### src/rtl/sipo_shift_sched_if.sv
// Requester-side handshake bundle for sipo_shift_sched: two valid/ready word
// channels. The master drives words; the slave (scheduler) returns ready.
interface sipo_shift_sched_if #(
    parameter int WIDTH = 4
);
    logic             req0_valid;
    logic [WIDTH-1:0] req0_data;
    logic             req0_ready;
    logic             req1_valid;
    logic [WIDTH-1:0] req1_data;
    logic             req1_ready;

    modport master (
        output req0_valid, req0_data, req1_valid, req1_data,
        input  req0_ready, req1_ready
    );

    modport slave (
        input  req0_valid, req0_data, req1_valid, req1_data,
        output req0_ready, req1_ready
    );
endinterface

### src/rtl/sipo_shift_sched.sv
// Shares an external WIDTH-bit SIPO shift register between two requesters:
// round-robin word acceptance, register clear, LSB-first paced shifting, done pulse.
module sipo_shift_sched #(
    parameter int WIDTH    = 4,
    parameter int TICK_DIV = 100_000_000,
    parameter int CNT_W    = 27
) (
    input  logic                 clk,
    input  logic                 rst,
    sipo_shift_sched_if.slave    req,
    input  logic                 hold,
    output logic                 sr_clr,
    output logic                 sr_shift,
    output logic                 sr_si,
    output logic                 busy,
    output logic                 done,
    output logic                 done_src
);

    localparam int                   IDX_W     = (WIDTH > 1) ? $clog2(WIDTH) : 1;
    localparam logic [CNT_W-1:0]     TICK_LOAD = CNT_W'(TICK_DIV - 1);
    localparam logic [IDX_W-1:0]     LAST_IDX  = IDX_W'(WIDTH - 1);

    typedef enum logic [1:0] {IDLE, CLEAR, SHIFT, DONE} state_t;

    state_t             state_reg, state_next;
    logic [CNT_W-1:0]   cnt_reg,   cnt_next;
    logic [IDX_W-1:0]   idx_reg,   idx_next;
    logic [WIDTH-1:0]   data_reg,  data_next;
    logic               src_reg,   src_next;
    logic               rr_reg,    rr_next;   // 0: req0 preferred on a tie
    logic               grant0, grant1;

    assign grant0 = req.req0_valid && (!req.req1_valid || !rr_reg);
    assign grant1 = req.req1_valid && (!req.req0_valid ||  rr_reg);
    assign busy   = (state_reg != IDLE);

    always_ff @(posedge clk or negedge rst) begin
        if (!rst) begin
            state_reg <= IDLE;
            cnt_reg   <= '0;
            idx_reg   <= '0;
            data_reg  <= '0;
            src_reg   <= 1'b0;
            rr_reg    <= 1'b0;
        end else begin
            state_reg <= state_next;
            cnt_reg   <= cnt_next;
            idx_reg   <= idx_next;
            data_reg  <= data_next;
            src_reg   <= src_next;
            rr_reg    <= rr_next;
        end
    end

    always_comb begin
        state_next     = state_reg;
        cnt_next       = cnt_reg;
        idx_next       = idx_reg;
        data_next      = data_reg;
        src_next       = src_reg;
        rr_next        = rr_reg;
        req.req0_ready = 1'b0;
        req.req1_ready = 1'b0;
        sr_clr         = 1'b0;
        sr_shift       = 1'b0;
        sr_si          = 1'b0;
        done           = 1'b0;
        done_src       = 1'b0;

        case (state_reg)
            IDLE: begin
                // ready is masked while reset is held so every output reads 0
                if (rst && (grant0 || grant1)) begin
                    req.req0_ready = grant0;
                    req.req1_ready = grant1;
                    data_next      = grant1 ? req.req1_data : req.req0_data;
                    src_next       = grant1;
                    rr_next        = !grant1;
                    state_next     = CLEAR;
                end
            end
            CLEAR: begin
                sr_clr     = 1'b1;
                cnt_next   = TICK_LOAD;
                idx_next   = '0;
                state_next = SHIFT;
            end
            SHIFT: begin
                if (!hold) begin
                    if (cnt_reg != '0) begin
                        cnt_next = cnt_reg - CNT_W'(1);
                    end else begin
                        sr_shift = 1'b1;
                        sr_si    = data_reg[idx_reg];
                        cnt_next = TICK_LOAD;
                        idx_next = idx_reg + IDX_W'(1);
                        if (idx_reg == LAST_IDX)
                            state_next = DONE;
                    end
                end
            end
            DONE: begin
                done       = 1'b1;
                done_src   = src_reg;
                state_next = IDLE;
            end
            default: state_next = IDLE;
        endcase
    end

endmodule
### src/flat_wrapper.sv
// flat-port wrapper written by rule: the top's interface ports become plain ports
module sipo_shift_sched_flat 
#(
    parameter int WIDTH    = 4,
    parameter int TICK_DIV = 100_000_000,
    parameter int CNT_W    = 27
)
  (clk, rst, hold, sr_clr, sr_shift, sr_si, busy, done, done_src, req_req0_valid, req_req0_data, req_req1_valid, req_req1_data, req_req0_ready, req_req1_ready);
  sipo_shift_sched_if #(.WIDTH(WIDTH)) req_i ();
  input  logic clk;
  input  logic rst;
  input  logic hold;
  output logic sr_clr;
  output logic sr_shift;
  output logic sr_si;
  output logic busy;
  output logic done;
  output logic done_src;
  input wire logic [$bits(req_i.req0_valid)-1:0] req_req0_valid;
  input wire logic [$bits(req_i.req0_data)-1:0] req_req0_data;
  input wire logic [$bits(req_i.req1_valid)-1:0] req_req1_valid;
  input wire logic [$bits(req_i.req1_data)-1:0] req_req1_data;
  output wire logic [$bits(req_i.req0_ready)-1:0] req_req0_ready;
  output wire logic [$bits(req_i.req1_ready)-1:0] req_req1_ready;
  assign req_i.req0_valid = req_req0_valid;
  assign req_i.req0_data = req_req0_data;
  assign req_i.req1_valid = req_req1_valid;
  assign req_i.req1_data = req_req1_data;
  assign req_req0_ready = req_i.req0_ready;
  assign req_req1_ready = req_i.req1_ready;
  sipo_shift_sched #(.WIDTH(WIDTH), .TICK_DIV(TICK_DIV), .CNT_W(CNT_W)) u_core (.clk(clk), .rst(rst), .req(req_i), .hold(hold), .sr_clr(sr_clr), .sr_shift(sr_shift), .sr_si(sr_si), .busy(busy), .done(done), .done_src(done_src));
endmodule
### config.mk
export PLATFORM = sky130hd
export DESIGN_NAME = sipo_shift_sched_flat
export DESIGN_NICKNAME = d
export VERILOG_FILES = /design/src/rtl/sipo_shift_sched_if.sv /design/src/rtl/sipo_shift_sched.sv /design/src/flat_wrapper.sv
export SDC_FILE = /design/constraint.sdc
export NUM_CORES = 1
export LEC_CHECK = 0
export ABC_AREA = 0
export CORE_MARGIN = 4
export CORE_UTILIZATION = 50
export CTS_CLUSTER_DIAMETER = 120
export DETAILED_ROUTE_END_ITERATION = 8
export PLACE_DENSITY = 0.76
export SYNTH_ARGS = -nofsm -noshare
export SYNTH_HDL_FRONTEND = slang
export SYNTH_SLANG_ARGS = --single-unit
### constraint.sdc
create_clock -name clk -period 2.7 [get_ports clk]
set_input_delay 0.405 -clock clk [delete_from_list [all_inputs] [get_ports clk]]
set_output_delay 0.405 -clock clk [all_outputs]
set_load 0.005 [all_outputs]
After elaboration in Yosys (flattened, before gate mapping) --
Cells that the tools add are included. Widths: inputs -> output; s select.
Cells by class: add/sub/neg operators 2, multiply operators 0, divide/modulo/power cells 0, order comparisons 1, equality and inequality tests 8, shift operators 0, mux-type cells 27, bitwise operators 0, reductions and logical operators 18
Operators with widths (number):
- $mux 27 | 2
- $pmux 27 s2 | 1
- $reduce_bool 27->1 | 1
- $sub 27x1->27 const B | 1
- $mux 1 | 14
- $mux 2 | 6
- $pmux 2 s4 | 1
- $eq 2x2->1 const B | 3
- $logic_not 1->1 | 4
- $mux 4 | 1
- $ne 2x1->1 const B | 2
- $ne 2x2->1 const B | 2
- $pmux 2 s2 | 1
- $reduce_and 2->1 | 2
- $reduce_and 4->1 | 1
- $reduce_bool 2->1 | 2
- $logic_and 1x1->1 | 3
- $logic_or 1x1->1 | 3
- $lt 2x3->1 const B | 1
- $reduce_and 3->1 | 1
- $add 2x1->2 const B | 1
- $bmux 1 s2 | 1
- $eq 2x1->1 const B | 1
- $logic_not 2->1 | 1
Word-level totals: bits in registers 37, bits in latches 0, memory bits (writable) 0, memory bits (read-only) 0, bits of input ports 13, output and inout bits 8, logic and storage cells 62, memories 0

Depth between registers and ports, before layout --
word-level depth 7, mapped depth 8, depth with buffers taken out 6

Least setup slack after synthesis --
No wires, ideal clock.
kind flip-flop to output port, start point reg u_core.cnt_reg[5], end point out sr_si, data arrival time 1.719 ns, data required time 2.295 ns, slack 0.576 ns, stages on the path, launching flop included 5, path buffers 0, path through dfrtp_1 > nor4_2 > nand4_2 > nor4_2 > and2_1
Between the ends: cells in the longest elaborated chain, start to end 4
Ends and longest elaborated chain:
- start: declaration | line sipo_shift_sched.sv:27 | logic [CNT_W-1:0] cnt_reg, cnt_next;
- start signal: assignment | line sipo_shift_sched.sv:48 | cnt_reg <= cnt_next;
- $reduce_bool 27->1 | line sipo_shift_sched.sv:91 | if (cnt_reg != '0) begin
- $mux 1 | line sipo_shift_sched.sv:91
- $mux 1 | line sipo_shift_sched.sv:90 | if (!hold) begin
- $mux 1 | line sipo_shift_sched.sv:71 | case (state_reg)
- end: declaration | line flat_wrapper.sv:15 | output logic sr_si;
No other way between the ends.

Worst setup path in the final report --
start point reg u_core.cnt_reg[24], end point out sr_shift
Between the ends: cells in the longest elaborated chain, start to end 4
Ends and longest elaborated chain:
- $reduce_bool 27->1 | line sipo_shift_sched.sv:91
- $mux 1 | line sipo_shift_sched.sv:91
- $mux 1 | line sipo_shift_sched.sv:90
- $mux 1 | line sipo_shift_sched.sv:71
- end: declaration | line flat_wrapper.sv:14 | output logic sr_shift;
No other way between the ends.

==> results.md <==
* Layout area overhead at 23.5%
* Syn_nets at 261
* Fin crit share at 96.7%
* CP Max Fanout at 4
* Worst Setup End Kind: output pin
* Most frequent cells in the layout: dfrtp_1 (36), buf_4 (22), nand2_1 (20)
* WL/cell at 16.1 µm
* Distinct cell type count after synthesis at 47
* DRC errors left at 0
* CTS hold repair buffers at 0
* Cell Count, Final, Fillers Out at 335
* DR vias at 2033
* Relative max-transition margin at 47.9%
* Row Count at 24
* Ys flop type: dfrtp_1
* Fin. Hold Viols at 0
* Power Dens Cells at 897 nW/µm²
* Die H at 75.1 µm
* EDFF count, synth at 0
* Vias in the first global route at between 1500 and 2000
* Antenna diode count at 0
* Status: finished, final reports clean
* Drt total wl at around 5.4 mm
* Max-Cap Viols at 0
* Pre-antenna DRT Iters at 4
* Seq/Total Area, Yosys at 41.1%
* Worst EP required at 2.30 ns
* FF/Latch Area at 927 µm²
* Setup TNS at 0 ns
* Pins over their slew limit at 0
* Post-Place Cell Area at 2610 µm²
* Design Power at roughly 2.5 mW
* Setup violators final at 0
* Port buffer count at 20
* Largest net degree at the start of global routing at 39
* Multi-input logic area at 1320 µm²
* Initial antenna violation count at 0
* Later-pin clock latency in the skew report at 0.30 ns
* Hold WC Path Type: input pin to async pin
* Tot GR Track Use at 21.0%
* Vias/cell at 6.07
* Clock sink count at 37
* Nets at 302
* Lkg Pwr at 1.27 nW
* GRT overflow at 0
* Post-layout min period at 2.61 ns
* Layout cells sized above 1 at 18.0%
* Max VDD drop at 0.297 mV
* Yosys warning count at 0
* Critical Path AT at roughly 2.2 ns
* Synthesized flop and latch total at 37
* CTS tree: yes
* Post-synthesis cell count at 241
* Core region area at between 4000 and 5000 µm²
* Iter 0 DRT Violations at 170
* Worst setup margin at roughly 0.09 ns
* Mapped Area at 2250 µm²
* Initial core utilization at 51.7%
* Max clock buf depth at 2
* Number of buffers created by CTS at 5
* Largest register FFs at 27
* Clock-pin slew on the worst setup and hold paths at 0.07 ns
* Placement Setup Slack at 0.131 ns
* RePlAce Congestion at 0.854
* First-pass GRT wire length at 9.05 mm
* Die ar. at between 5000 and 6000 µm²
* Mean post-synth cell area at between 9 and 10 µm²
* I/O pin cnt at 21
* Fillers at 366
* CP Launch Type: register
* Async SR Flop Fraction at 100%
* H-tree levels at 2
* Commonest non-fill, non-tap cell in the layout: dfrtp_1
* Chip width at 75.1 µm
* Crit path kind: register to output pin
* Final instance area at 2780 µm²
* Max Clk Rate at 0.383 GHz
* Cell count after placement at 323
* Hpwl dp at 3.91 mm
* Worst-margin pin slew at 0.782 ns
* Root Buffer: clkbuf_8
* RSZ-0062 raised after global routing: false
* Routed Antenna Nets at 0
* Fin Clk Skew at 0.00637 ns
-- area by class of cell --
class                      instances  share of cell area, %
multi-input combinational        189                   47.4
sequential                        37                   33.3
timing repair buffer              42                   13.0
clock buffer                       6                   2.61
tap                               52                   2.34
inverter                           7                  0.945
clock inverter                     2                  0.360
-- path summary, 6_finish.rpt --
path / from / to / slack, ns / cells past startpoint
hold reg to reg: u_core.data_reg[1] / u_core.data_reg[1] / 0.49 / 2
hold / removal: rst / u_core.cnt_reg[17] / 0.22 / 2
setup / recovery: u_core.cnt_reg[24] / sr_shift / 0.09 / 4
setup reg to reg: u_core.state_reg[0] / u_core.cnt_reg[17] / 0.24 / 7
max in group asynchronous: rst / u_core.cnt_reg[2] / 2.13 / 2
min in group clk: u_core.data_reg[1] / u_core.data_reg[1] / 0.49 / 2
-- synthesized netlist by cell type (3+ instances only) --
cell type   n  area (µm²)
nand2_1    20        75.1
buf_2       4        20.0
nand3_1    15        75.1
or4_4       3        33.8
o21ai_0     8        40.0
ha_1        7        87.6
nor2_1     16        60.1
dfrtp_1    37         926
nor3_1      7        35.0
or4_1      10        75.1
mux2i_1     4        40.0
o31ai_1    10        75.1
inv_1       7        26.3
nor4_1      4        25.0
or2_2       4        25.0
o211ai_1    4        30.0
a21o_1      4        30.0
o2111ai_1   3        26.3
and2_1      4        25.0
nor2b_1     5        31.3
o21ai_1     8        40.0
a21oi_1     8        40.0
or3_1      10        62.6
clkbuf_1    4        15.0
nand4_1     4        25.0
-- through the flow --
step / util, % / hold WS (ns)
after floorplan: - / 0.109
after global placement: 60.0 / 0.464
after detailed placement: 60.0 / 0.467
after CTS: 62.5 / 0.220
after global routing: 63.9 / 0.268
final: 63.9 / 0.217
-- per-layer routing --
layer	wire, µm	track usage (%)
met1	2490	27.6
met5	0	0
met3	267	4.54
met2	2580	34.6
met4	71	6.52
-- critical path, cell delays in order (launching register included) --
cell and delay [ns]:
dfrtp_1 0.43, nor4_4 0.36, nand3_2 0.19, nor4_4 0.38
clkdlybuf4s50_1 0.56
-- power breakdown --
group	switching, mW	leakage [nW]	internal [mW]
Combinational	0.625	0.757	0.540
Clock	0.199	0.0450	0.179
Sequential	0.236	0.472	0.716
Total	1.06	1.27	1.44
-- cell families after synthesis --
kind of cell	after synthesis	share of synthesized area (%)
AOI/OAI and AO/OA	58	17.5
xor gates and xnor gates	4	1.56
adders and majority gates	7	3.89
buffers and inverters	15	2.72
DFF	37	41.1
muxes	6	3.28
and+or+nand+nor	114	29.9
-- repair_timing --
action                                  in CTS  in global routing
resized for setup                            2                  8
endpoints found under the setup margin       2                  2
setup buffers                                1                  3
pin swaps                                    1                  4
(Power assumes the default switching activity.)
